--- config.mk ---
export PLATFORM = sky130hd
export DESIGN_NAME = biss_c_slave_tx
export DESIGN_NICKNAME = d
export VERILOG_FILES = /design/src/rtl/biss_c_pkg.sv /design/src/rtl/biss_crc6_serial.sv /design/src/rtl/biss_c_slave_tx.sv
export SDC_FILE = /design/constraint.sdc
export NUM_CORES = 1
export LEC_CHECK = 0
export CORE_UTILIZATION = 55
export CTS_CLUSTER_DIAMETER = 200
export CTS_CLUSTER_SIZE = 24
export DETAILED_ROUTE_END_ITERATION = 8
export PLACE_DENSITY = 0.78
export SYNTH_ARGS = -nofsm -noshare
export SYNTH_HDL_FRONTEND = slang
export SYNTH_SLANG_ARGS = --single-unit
--- constraint.sdc ---
create_clock -name CLK -period 4.6 [get_ports CLK]
set_input_delay 1.15 -clock CLK [delete_from_list [all_inputs] [get_ports CLK]]
set_output_delay 1.15 -clock CLK [all_outputs]
set_load 0.005 [all_outputs]
--- src/rtl/biss_c_pkg.sv ---
// Shared BiSS-C definitions: frame state encoding, CRC6 constants and field lengths.
// Used by the slave transmitter and the master receiver.
package biss_c_pkg;

    typedef enum logic [2:0] {
        ST_IDLE,
        ST_ACK,
        ST_START,
        ST_CDS,
        ST_DATA,
        ST_ERRW,
        ST_CRC,
        ST_TIMEOUT
    } biss_state_t;

    localparam int CRC_W = 6;
    // Taps below x^6 for x^6 + x + 1
    localparam logic [CRC_W-1:0] CRC_POLY = 6'h03;

    localparam int START_LEN = 1;
    localparam int CDS_LEN   = 1;
    localparam int ERR_LEN   = 1;
    localparam int WARN_LEN  = 1;

endpackage

--- src/rtl/biss_crc6_serial.sv ---
// Serial CRC6 LFSR, MSB-first, with synchronous clear and per-bit enable.
module biss_crc6_serial
    import biss_c_pkg::*;
(
    input  logic             CLK,
    input  logic             RST,
    input  logic             clr,
    input  logic             en,
    input  logic             din,
    output logic [CRC_W-1:0] crc
);

    logic inv;

    assign inv = din ^ crc[CRC_W-1];

    always_ff @(posedge CLK) begin
        if (RST || clr) begin
            crc <= '0;
        end else if (en) begin
            crc <= {crc[CRC_W-2:0], 1'b0} ^ (inv ? CRC_POLY : '0);
        end
    end

endmodule

--- src/rtl/biss_c_slave_tx.sv ---
// BiSS-C slave frame transmitter: answers MA with ack, start, CDS, position, nE, nW, ~CRC6.
// Define BISS_MA_SYNC_EN to pass MA through a 2-FF synchronizer (3 CLK MA-to-SLO latency).
module biss_c_slave_tx
    import biss_c_pkg::*;
#(
    parameter int DATA_W      = 26,
    parameter int ACK_LEN     = 1,
    parameter int TIMEOUT_CYC = 2000
)(
    input  logic              CLK,
    input  logic              RST,
    input  logic              MA,
    input  logic [DATA_W-1:0] POS,
    input  logic              NERR,
    input  logic              NWARN,
    output logic              SLO,
    output logic              BUSY,
    output logic              LATCH,
    output logic              FRAME_DONE
);

    localparam int CNT_W = $clog2(DATA_W + ACK_LEN + CRC_W + START_LEN + CDS_LEN
                                  + ERR_LEN + WARN_LEN + 1);
    localparam int TO_W  = $clog2(TIMEOUT_CYC + 1);
    localparam logic [TO_W-1:0] TO_LAST = TO_W'(TIMEOUT_CYC - 1);

    biss_state_t       state;
    logic              ma_s;
    logic              ma_d;
    logic              rise;
    logic              fall;
    logic [CNT_W-1:0]  bit_cnt;
    logic [TO_W-1:0]   to_cnt;
    logic [DATA_W-1:0] pos_q;
    logic              nerr_q;
    logic              nwarn_q;
    logic              aborted;
    logic              crc_clr;
    logic              crc_en;
    logic              crc_din;
    logic [CRC_W-1:0]  crc;
    logic [2:0]        crc_idx;

`ifdef BISS_MA_SYNC_EN
    logic [1:0] ma_sync;

    always_ff @(posedge CLK) begin
        if (RST) begin
            ma_sync <= 2'b11;
        end else begin
            ma_sync <= {ma_sync[0], MA};
        end
    end

    assign ma_s = ma_sync[1];
`else
    assign ma_s = MA;
`endif

    always_ff @(posedge CLK) begin
        if (RST) begin
            ma_d <= 1'b1;
        end else begin
            ma_d <= ma_s;
        end
    end

    assign fall    = ma_d & ~ma_s;
    assign rise    = ~ma_d & ma_s;
    assign crc_clr = (state == ST_IDLE) && fall;
    assign crc_idx = 3'(CRC_W - 1) - bit_cnt[2:0];

    // The CRC advances on exactly the position, nE and nW bits as they leave on SLO
    always_comb begin
        crc_en  = 1'b0;
        crc_din = 1'b0;
        if (rise && state == ST_DATA) begin
            crc_en  = 1'b1;
            crc_din = pos_q[DATA_W-1];
        end else if (rise && state == ST_ERRW) begin
            crc_en  = 1'b1;
            crc_din = (bit_cnt == '0) ? nerr_q : nwarn_q;
        end
    end

    biss_crc6_serial u_crc (
        .CLK (CLK),
        .RST (RST),
        .clr (crc_clr),
        .en  (crc_en),
        .din (crc_din),
        .crc (crc)
    );

    always_ff @(posedge CLK) begin
        if (RST) begin
            state      <= ST_IDLE;
            SLO        <= 1'b1;
            BUSY       <= 1'b0;
            LATCH      <= 1'b0;
            FRAME_DONE <= 1'b0;
            bit_cnt    <= '0;
            to_cnt     <= '0;
            pos_q      <= '0;
            nerr_q     <= 1'b0;
            nwarn_q    <= 1'b0;
            aborted    <= 1'b0;
        end else begin
            LATCH      <= 1'b0;
            FRAME_DONE <= 1'b0;
            case (state)
                ST_IDLE: begin
                    SLO    <= 1'b1;
                    BUSY   <= 1'b0;
                    to_cnt <= '0;
                    if (fall) begin
                        pos_q   <= POS;
                        nerr_q  <= NERR;
                        nwarn_q <= NWARN;
                        LATCH   <= 1'b1;
                        BUSY    <= 1'b1;
                        bit_cnt <= '0;
                        aborted <= 1'b0;
                        state   <= ST_ACK;
                    end
                end
                ST_TIMEOUT: begin
                    if (rise || fall || !ma_s) begin
                        to_cnt <= '0;
                    end else if (to_cnt == TO_LAST) begin
                        SLO        <= 1'b1;
                        BUSY       <= 1'b0;
                        FRAME_DONE <= ~aborted;
                        to_cnt     <= '0;
                        state      <= ST_IDLE;
                    end else begin
                        to_cnt <= to_cnt + 1'b1;
                    end
                end
                default: begin
                    // Frame fields advance on MA rises only; falls merely restart the watchdog
                    if (rise) begin
                        to_cnt <= '0;
                        case (state)
                            ST_ACK: begin
                                SLO <= 1'b0;
                                if (bit_cnt == CNT_W'(ACK_LEN - 1)) begin
                                    bit_cnt <= '0;
                                    state   <= ST_START;
                                end else begin
                                    bit_cnt <= bit_cnt + 1'b1;
                                end
                            end
                            ST_START: begin
                                SLO   <= 1'b1;
                                state <= ST_CDS;
                            end
                            ST_CDS: begin
                                SLO     <= 1'b0;
                                bit_cnt <= '0;
                                state   <= ST_DATA;
                            end
                            ST_DATA: begin
                                SLO   <= pos_q[DATA_W-1];
                                pos_q <= {pos_q[DATA_W-2:0], 1'b0};
                                if (bit_cnt == CNT_W'(DATA_W - 1)) begin
                                    bit_cnt <= '0;
                                    state   <= ST_ERRW;
                                end else begin
                                    bit_cnt <= bit_cnt + 1'b1;
                                end
                            end
                            ST_ERRW: begin
                                if (bit_cnt == '0) begin
                                    SLO     <= nerr_q;
                                    bit_cnt <= bit_cnt + 1'b1;
                                end else begin
                                    SLO     <= nwarn_q;
                                    bit_cnt <= '0;
                                    state   <= ST_CRC;
                                end
                            end
                            ST_CRC: begin
                                if (bit_cnt == CNT_W'(CRC_W)) begin
                                    SLO     <= 1'b0;
                                    bit_cnt <= '0;
                                    state   <= ST_TIMEOUT;
                                end else begin
                                    SLO     <= ~crc[crc_idx];
                                    bit_cnt <= bit_cnt + 1'b1;
                                end
                            end
                            default: begin
                            end
                        endcase
                    end else if (fall || !ma_s) begin
                        to_cnt <= '0;
                    end else if (to_cnt == TO_LAST) begin
                        SLO     <= 1'b0;
                        aborted <= 1'b1;
                        to_cnt  <= '0;
                        state   <= ST_TIMEOUT;
                    end else begin
                        to_cnt <= to_cnt + 1'b1;
                    end
                end
            endcase
        end
    end

endmodule

==> results of run 1 <==
[sequential cells by signal, indices dropped and copies added (netlist names)]
register / cells
pos_q: 26
LATCH: 1
ma_d: 1
nwarn_q: 1
nerr_q: 1
bit_cnt: 6
aborted: 1
to_cnt: 11
u_crc.crc: 6
SLO: 1
FRAME_DONE: 1
BUSY: 1
state: 3
[cells in the mapped netlist (3+ instances only)]
cell type / instances
nand2_1: 69
dfxtp_1: 60
nor2_1: 54
a311oi_1: 25
nand3_1: 17
a21oi_1: 14
clkbuf_1: 10
buf_2: 9
xnor2_1: 8
xor2_1: 8
mux2i_1: 7
ha_1: 6
nand2b_1: 6
nor2b_1: 6
nor3_1: 6
o21ai_0: 6
and3_1: 5
inv_1: 5
a211oi_1: 4
buf_6: 3
nand4_1: 3
nor3_2: 3
o21a_1: 3
or2_2: 3
or3_1: 3
[power breakdown]
part           switching, mW  total, mW  leakage (nW)  internal, mW
combinational          0.442      0.724         0.700         0.282
sequential             0.129      0.761         0.490         0.632
clock                  0.210      0.461        0.0947         0.251
total                  0.781       1.95          1.28          1.16
[per-stage QoR]
stage	worst slack [ns]	total power, mW	std cells	util
after floorplan	2.23	1.35	386	-
after global placement	1.19	1.46	469	0.628
after detailed placement	1.03	1.49	469	0.628
after CTS	1.38	1.95	485	0.662
after global routing	1.18	2.08	485	0.662
final	1.33	1.95	485	0.662
[metal layers]
layer  GRT usage  routed length [µm]
met3      0.0494                 236
met5           0                   0
met4       0.108                 120
met2       0.385                3320
met1       0.313                3170
[layout make-up]
type / count / area share
Tap cell: 72 / 0.0247
Clock inverter: 4 / 0.0134
Clock buffer: 12 / 0.0371
Inverter: 5 / 0.00515
Multi-Input combinational cell: 294 / 0.488
Timing Repair Buffer: 38 / 0.102
Sequential cell: 60 / 0.330
[placed cells by master (no fill, tap or decap), types with 2 or more instances in the layout]
cell type	netlist	routed
nand2b_1	6	6
or3_1	3	3
or2_2	3	3
xor2_1	8	8
nand3b_1	2	2
dfxtp_1	60	60
o21a_1	3	3
a211oi_1	4	4
nor3_1	6	6
inv_1	5	5
o21ai_0	6	6
o211ai_1	2	2
a31oi_1	2	2
clkinv_2	0	2
nand4bb_1	2	2
nor2_1	54	54
nand2_1	69	69
nor2b_1	6	6
nand3_1	17	17
o22ai_1	2	2
buf_4	2	4
clkbuf_1	10	3
a311oi_1	25	25
nor3_4	0	2
mux2i_1	7	7
a21oi_1	14	14
and3_1	5	5
nand4_1	3	3
xnor2_1	8	8
ha_1	6	6
clkdlybuf4s50_1	0	34
clkbuf_8	2	9
[critical path: stages]
cell	delay, ns
clkdlybuf4s50_1	0.74
mux2i_1	0.19
nor3_4	0.64
buf_4	0.40
nor2_1	0.09
a311oi_1	0.29
[logic make-up after synthesis]
family	Yosys count	share of synthesized area
and+or+nand+nor	194	0.297
AOI/OAI and AO/OA	68	0.159
DFF	60	0.381
buffers and inverters	32	0.0576
xor gates and xnor gates	16	0.0445
muxes	9	0.0330
adders and majority gates	7	0.0270
[worst paths after layout]
| path | from | to |
|---|---|---|
| setup / recovery | MA | pos_q[11]$_SDFFE_PP0P_ |
| hold / removal | aborted$_SDFFE_PP0P_ | FRAME_DONE$_SDFF_PP0_ |
| setup reg to reg | state[2]$_SDFFE_PP0P_ | pos_q[11]$_SDFFE_PP0P_ |
| hold reg to reg | aborted$_SDFFE_PP0P_ | FRAME_DONE$_SDFF_PP0_ |
==> impl_metrics.yaml, run 1 <==
run_status:
  status: "finished clean"
run:
  drv_cap: 0
clocking:
  h-tree-depth: 3
  root_buffer: "clkbuf_8"
  cts.sinks: 60
  post_cts_resized: 0
  cts_tree: "done"
  insertion_delay_ns: 0.35
  cts-hold-fix-buffers: 0
  clkTransAtPathRegs_ns: 0.07
  cts_inserted_buffers: 9
  cts.path.max_buffers: 2
  post-cts-setup-buffer-count: 0
detailed_routing:
  vias_per_cell: 5.66
  drt_first_pass_iters: 4
  drc: 0
  routed_wl_um: 6850
  vias: 2743
  wire_per_inst_um: 14.1
  ant_nets: 0
  drtIter0Drc: 212
finish:
  multiInputGateArea_um2: 1780
  diodes: 0
  seqCellArea_um2: 1200
  areaGrowthSynthToFinish_pct: 15.7
  fill_cells: 456
  final_layout_size_suffix_gt1_frac: 0.0823
  final_nets: 445
  design_area_um2: 3640
floorplan:
  rows: 27
  start_util: 0.572
  dieHeight_um: 77.7
  io_pins: 35
  die_width_um: 77.7
  die-area_um2: 6030
  coreArea_um2: 5510
global_routing:
  grt_pass1_vias: 2419
  grt_max_degree: 33
  grt_usage: 0.241
  grt_pass1_wl_um: 11300
  antenna_found_initial: 0
  overflow: 0
synthesis:
  syn-cell-area_um2: 3150
  synth-main-ff-cell: "dfxtp_1"
  synth_cells: 386
  synth_area_leader_cell: "dfxtp_1"
  synth_edf_count: 0
  ys_seq_area_frac: 0.381
  yosys_warnings: 0
  ys_ff_latch: 60
  yosysUniqueCellTypes: 61
  avgSynthCellArea_um2: 8.16
  synth_top_area_frac: 0.381
  synthArstFlopShare: 0
  synth_nets: 423
  ys_top_cells_by_area: "dfxtp_1, nand2_1, a311oi_1"
sta:
  hold_viol: 0
  skew_ns: 0.0119
  finalSetupViolations: 0
  finalCritPeriodShare: 0.711
  period_minus_slack_ns: 3.27
  relSlewSlack: 0.386
  worst_pin_slew_ns: 0.921
  fin_hold_ws_ns: 0.425
  grt_setup_unrepaired: "no"
  drv_slew: 0
  tns_ns: 0
  max_freq_mhz: 306
setup_path:
  ff2ff_setup_slack_ns: 1.94
  end_kind: "register"
  required_ns: 4.85
  cp_data_arrival_time_ns: 3.51
  ff2ff_path_depth: 6
  critPathKind: "in -> reg"
  start_kind: "primary input"
  cp_max_fo: 28
place:
  place_congestion: 0.802
  dpl_cell_area_um2: 3460
  portBuffers: 34
  hpwl_um: 4680
power_and_ir_drop:
  p_leak_nw: 1.28
  p_per_area_nw_per_um2: 534
  max-vdd-ir-drop_v: 0.000282
worst_hold_path:
  hold_path.class: "reg -> reg"
  min_path_cells: 1
Note: power is estimated with default switching activity, not from simulation.
==> inputs of run 2 (changes only) <==
==> constraint.sdc (replaced) <==
create_clock -name CLK -period 3.21 [get_ports CLK]
set_input_delay 0.8025 -clock CLK [delete_from_list [all_inputs] [get_ports CLK]]
set_output_delay 0.8025 -clock CLK [all_outputs]
set_load 0.005 [all_outputs]
==> impl_metrics.yaml, run 2 (synthesized netlist as in run 1, its figures left out) <==
finish:
  fill_cells: 457
  largest_reg_flops: 26
  design_area_um2: 3700
  largest_register: "pos_q"
  final_layout_size_suffix_gt1_frac: 0.0916
  areaGrowthSynthToFinish_pct: 17.5
  final_common_cell: "nand2_1"
  largestRegisters: "pos_q (26), to_cnt (11)"
  final_cell_mix: "nand2_1, dfxtp_1, nor2_1, clkdlybuf4s50_1, a311oi_1"
  diodes: 0
  utilization: 0.672
  final_nets: 447
setup_path:
  critPathTopFamily: "buffers and inverters"
  worst-path-buf-inv: 1
  cp_data_arrival_time_ns: 2.77
  start_kind: "primary input"
  crit_cells: 6
  cpPeakStageDelay_ns: 0.76
  path_cells: "clkdlybuf4s50_1 -> nor2b_1 -> o211ai_1 -> a31oi_1 -> a211oi_1 -> or3_1"
  end_kind: "register"
  cp_max_fo: 14
  required_ns: 3.44
  critical_path.startpoint: "MA"
  ff2ff_path_depth: 4
  critPathKind: "in -> reg"
  reg2reg_from: "state[0]$_SDFFE_PP0P_"
  slowest_stage: "clkdlybuf4s50_1"
global_routing:
  antenna_found_initial: 0
  grt_pass1_vias: 2554
  grt_max_degree: 52
  busiest_layer: "met2"
  grt_use_met2: 0.371
  grt_pass1_wl_um: 11200
  met1_usage: 0.294
  overflow: 0
  grt_usage: 0.233
  use_met3: 0.0647
sta:
  layout_setup_ws_ns: 0.667
  relSlewSlack: 0.421
  drv_slew: 0
  grt_setup_unrepaired: "no"
  max_freq_mhz: 393
  tns_ns: 0
  period_minus_slack_ns: 2.54
  skew_ns: 0.00709
  finalSetupViolations: 0
  finalCritPeriodShare: 0.792
  hold_viol: 0
  worst_pin_slew_ns: 0.867
detailed_routing:
  wire_per_inst_um: 13.3
  routed_wl_um: 6470
  drc: 0
  ant_nets: 0
  drt_first_pass_iters: 5
  drtIter0Drc: 155
  vias: 2769
  vias_per_cell: 5.69
power_and_ir_drop:
  p_leak_nw: 1.31
  p_per_area_nw_per_um2: 771
  max-vdd-ir-drop_v: 0.000616
worst_hold_path:
  hold_path.class: "reg -> reg"
  hp-start: "aborted$_SDFFE_PP0P_"
  min_path_cells: 1
floorplan:
  start_util: 0.572
  coreArea_um2: 5510
  rows: 27
  die_width_um: 77.7
  io_pins: 35
  die-area_um2: 6030
  dieHeight_um: 77.7
clocking:
  h-tree-depth: 3
  insertion_delay_ns: 0.34
  post_cts_resized: 0
  root_buffer: "clkbuf_8"
  cts.path.max_buffers: 2
  cts-hold-fix-buffers: 0
  cts_inserted_buffers: 9
  cts_tree: "done"
  cts.sinks: 60
  clkTransAtPathRegs_ns: 0.07
  post-cts-setup-buffer-count: 0
place:
  place_ws_ns: 0.355
  hpwl_um: 4520
  portBuffers: 34
  dpl_cell_area_um2: 3490
  place_congestion: 0.923
run_status:
  status: "finished clean"
run:
  drv_cap: 0
[run 2: cell types whose count changed in the layout (fill, tap and decap cells not counted)]
cell / previous run / this run
clkinv_4: 0 / 1
clkbuf_8: 9 / 12
buf_4: 4 / 5
clkinv_2: 2 / 1
buf_12: 0 / 1
clkbuf_1: 3 / 1
inv_6: 1 / 0
[run 2: stage by stage]
stage / instances / power (mW) / hold slack (ns)
finish: 487 / 2.86 / 0.424
global route: 487 / 3.06 / 0.451
CTS: 487 / 2.86 / 0.430
detailed placement: 471 / 2.14 / 0.419
global placement: 471 / 2.11 / 0.411
floorplan: 386 / 1.93 / 0.397
[run 2: cell type report]
cell class	instances	area (µm²)	share of cell area
Tap cell	72	90.1	0.0243
Clock buffer	13	169	0.0456
Sequential cell	60	1200	0.325
Multi-Input combinational cell	294	1780	0.481
Clock inverter	3	43.8	0.0118
Inverter	5	18.8	0.00507
Timing Repair Buffer	40	398	0.108
[run 2: report_power, final]
part / total, mW / switching [mW] / internal, mW
registers: 1.09 / 0.185 / 0.905
logic: 1.05 / 0.621 / 0.431
clock network: 0.713 / 0.291 / 0.422
[run 2: routing by layer]
layer  part of all wire  wire [µm]
met5                  0          0
met4              0.020        128
met3              0.046        299
met2               0.46       2990
met1               0.47       3050
[run 2: worst paths after layout]
path                            slack (ns)                     end
worst max-delay path                  0.67   state[0]$_SDFFE_PP0P_
worst min-delay path                  0.42   FRAME_DONE$_SDFF_PP0_
worst max register to register        1.00  pos_q[17]$_SDFFE_PP0P_
worst min register to register        0.42   FRAME_DONE$_SDFF_PP0_
[run 2: worst reg2reg max path, cell delays in order, from the launching register on]
cell	delay, ns
dfxtp_1	0.89
or3_1	0.60
buf_4	0.29
nand2_1	0.07
a311oi_1	0.27
==> inputs of run 3 (changes only) <==
==> constraint.sdc (replaced) <==
create_clock -name CLK -period 2.48 [get_ports CLK]
set_input_delay 0.62 -clock CLK [delete_from_list [all_inputs] [get_ports CLK]]
set_output_delay 0.62 -clock CLK [all_outputs]
set_load 0.005 [all_outputs]
==> impl_metrics.yaml, run 3 (synthesized netlist as in run 1, its figures left out) <==
clocking:
  cts.path.max_buffers: 2
  cts_tree: "done"
  cts-hold-fix-buffers: 0
  post-cts-setup-buffer-count: 0
  root_buffer: "clkbuf_8"
  cts.sinks: 60
  post_cts_resized: 0
  insertion_delay_ns: 0.33
  clkTransAtPathRegs_ns: 0.07
  cts_inserted_buffers: 9
  h-tree-depth: 3
floorplan:
  die_width_um: 77.7
  coreArea_um2: 5510
  rows: 27
  die-area_um2: 6030
  dieHeight_um: 77.7
  start_util: 0.572
  io_pins: 35
detailed_routing:
  vias_per_cell: 5.58
  drt-met1-wl_um: 3110
  vias: 2775
  dr.max_layer_used: "met4"
  wire_per_inst_um: 13.7
  ant_nets: 0
  wl_met2_um: 3200
  drt_first_pass_iters: 5
  wl_met3_um: 372
  drc: 0
  drtIter0Drc: 192
  routed_wl_um: 6790
setup_path:
  reg2reg_to: "state[0]$_SDFFE_PP0P_"
  cp_max_fo: 8
  ff2ff_path_depth: 7
  reg2reg_from: "bit_cnt[1]$_SDFFE_PP0P_"
  required_ns: 2.69
  critPathKind: "in -> reg"
  ff2ff_setup_slack_ns: 0.51
  start_kind: "primary input"
  end_kind: "register"
  cp_data_arrival_time_ns: 2.42
sta:
  skew_ns: 0.00941
  drv_slew: 0
  finalSetupViolations: 0
  grt_setup_unrepaired: "no"
  worst_pin_slew_ns: 0.640
  finalCritPeriodShare: 0.893
  relSlewSlack: 0.573
  period_minus_slack_ns: 2.22
  hold_viol: 0
  max_freq_mhz: 451
  fin_hold_ws_ns: 0.420
finish:
  largest_reg_flops: 26
  areaGrowthSynthToFinish_pct: 20.3
  largestRegisters: "pos_q (26), to_cnt (11)"
  fill_cells: 453
  diodes: 0
  finalNonFillerCells: 497
  final_nets: 457
  final_common_cell: "nand2_1"
  final_cell_mix: "nand2_1, dfxtp_1, nor2_1, clkdlybuf4s50_1, a311oi_1"
  final_layout_size_suffix_gt1_frac: 0.111
  largest_register: "pos_q"
place:
  dp_cells: 481
  place_congestion: 0.912
  portBuffers: 34
  hpwl_um: 4710
worst_hold_path:
  min_path_cells: 1
  hold_path.class: "reg -> reg"
  hp-start: "aborted$_SDFFE_PP0P_"
  min_to: "FRAME_DONE$_SDFF_PP0_"
run_status:
  status: "finished clean"
global_routing:
  antenna_found_initial: 0
  grt_pass1_vias: 2637
  grt_max_degree: 52
  overflow: 0
  grt_pass1_wl_um: 11700
  grt_usage: 0.245
power_and_ir_drop:
  p_leak_nw: 1.37
  max-vdd-ir-drop_v: 0.000795
  p_per_area_nw_per_um2: 1010
run:
  drv_cap: 0
[run 3: changes by cell type in the layout (fill, tap and decap cells not counted)]
| cell | previous run | this run |
|---|---|---|
| buf_4 | 5 | 15 |
| bufinv_16 | 1 | 2 |
| clkinv_2 | 1 | 0 |
| clkbuf_1 | 1 | 2 |
| clkbuf_8 | 12 | 11 |
[run 3: worst max path at each step]
stage / from / to / slack, ns / depth (start not counted)
final: MA / state[0]$_SDFFE_PP0P_ / 0.26 / 6
after global routing: MA / state[0]$_SDFFE_PP0P_ / 0.20 / 6
after CTS: MA / state[0]$_SDFFE_PP0P_ / 0.31 / 6
after detailed placement: MA / state[0]$_SDFFE_PP0P_ / -0.05 / 6
after global placement: MA / bit_cnt[2]$_SDFFE_PP0P_ / 0.02 / 7
after floorplan: bit_cnt[0]$_SDFFE_PP0P_ / state[0]$_SDFFE_PP0P_ / 0.63 / 7
[run 3: power by group]
group          switching (mW)  total, mW  internal (mW)
clock                   0.371      0.994          0.624
combinational           0.859       1.46          0.603
sequential              0.186       1.36           1.17
total                    1.42       3.82           2.40
[run 3: through the flow]
stage	instance area (µm²)	utilization	worst slack (ns)	TNS [ns]	power, mW
6_report	3790	0.688	0.265	0	3.82
5_1_grt	3790	0.688	0.201	0	4.10
4_1_cts	3790	0.688	0.310	0	3.83
3_5_place_dp	3560	0.647	-0.0527	-0.180	2.83
3_3_place_gp	3560	0.647	0.0229	0	2.80
2_1_floorplan	3150	-	0.633	0	2.50
[run 3: cell type report]
cell class / instances / area [µm²] / area share
tap: 72 / 90.1 / 0.0238
sequential: 60 / 1200 / 0.317
timing repair buffer: 50 / 473 / 0.125
inverter: 5 / 18.8 / 0.00495
clock buffer: 13 / 159 / 0.0419
clock inverter: 3 / 68.8 / 0.0182
multi-input combinational: 294 / 1780 / 0.470
[run 3: critical path, cell delays in order]
cell             delay, ns
clkdlybuf4s50_1       0.68
buf_4                 0.21
nand2_1               0.07
o21ai_0               0.41
a21oi_1               0.11
or3_1                 0.31
[run 3: per-layer routing]
layer  track usage  vias to the layer above
li1              -                     1425
met1         0.313                     1260
met2         0.378                       78
met3        0.0871                       12
met4        0.0887                        0
met5             0                        -
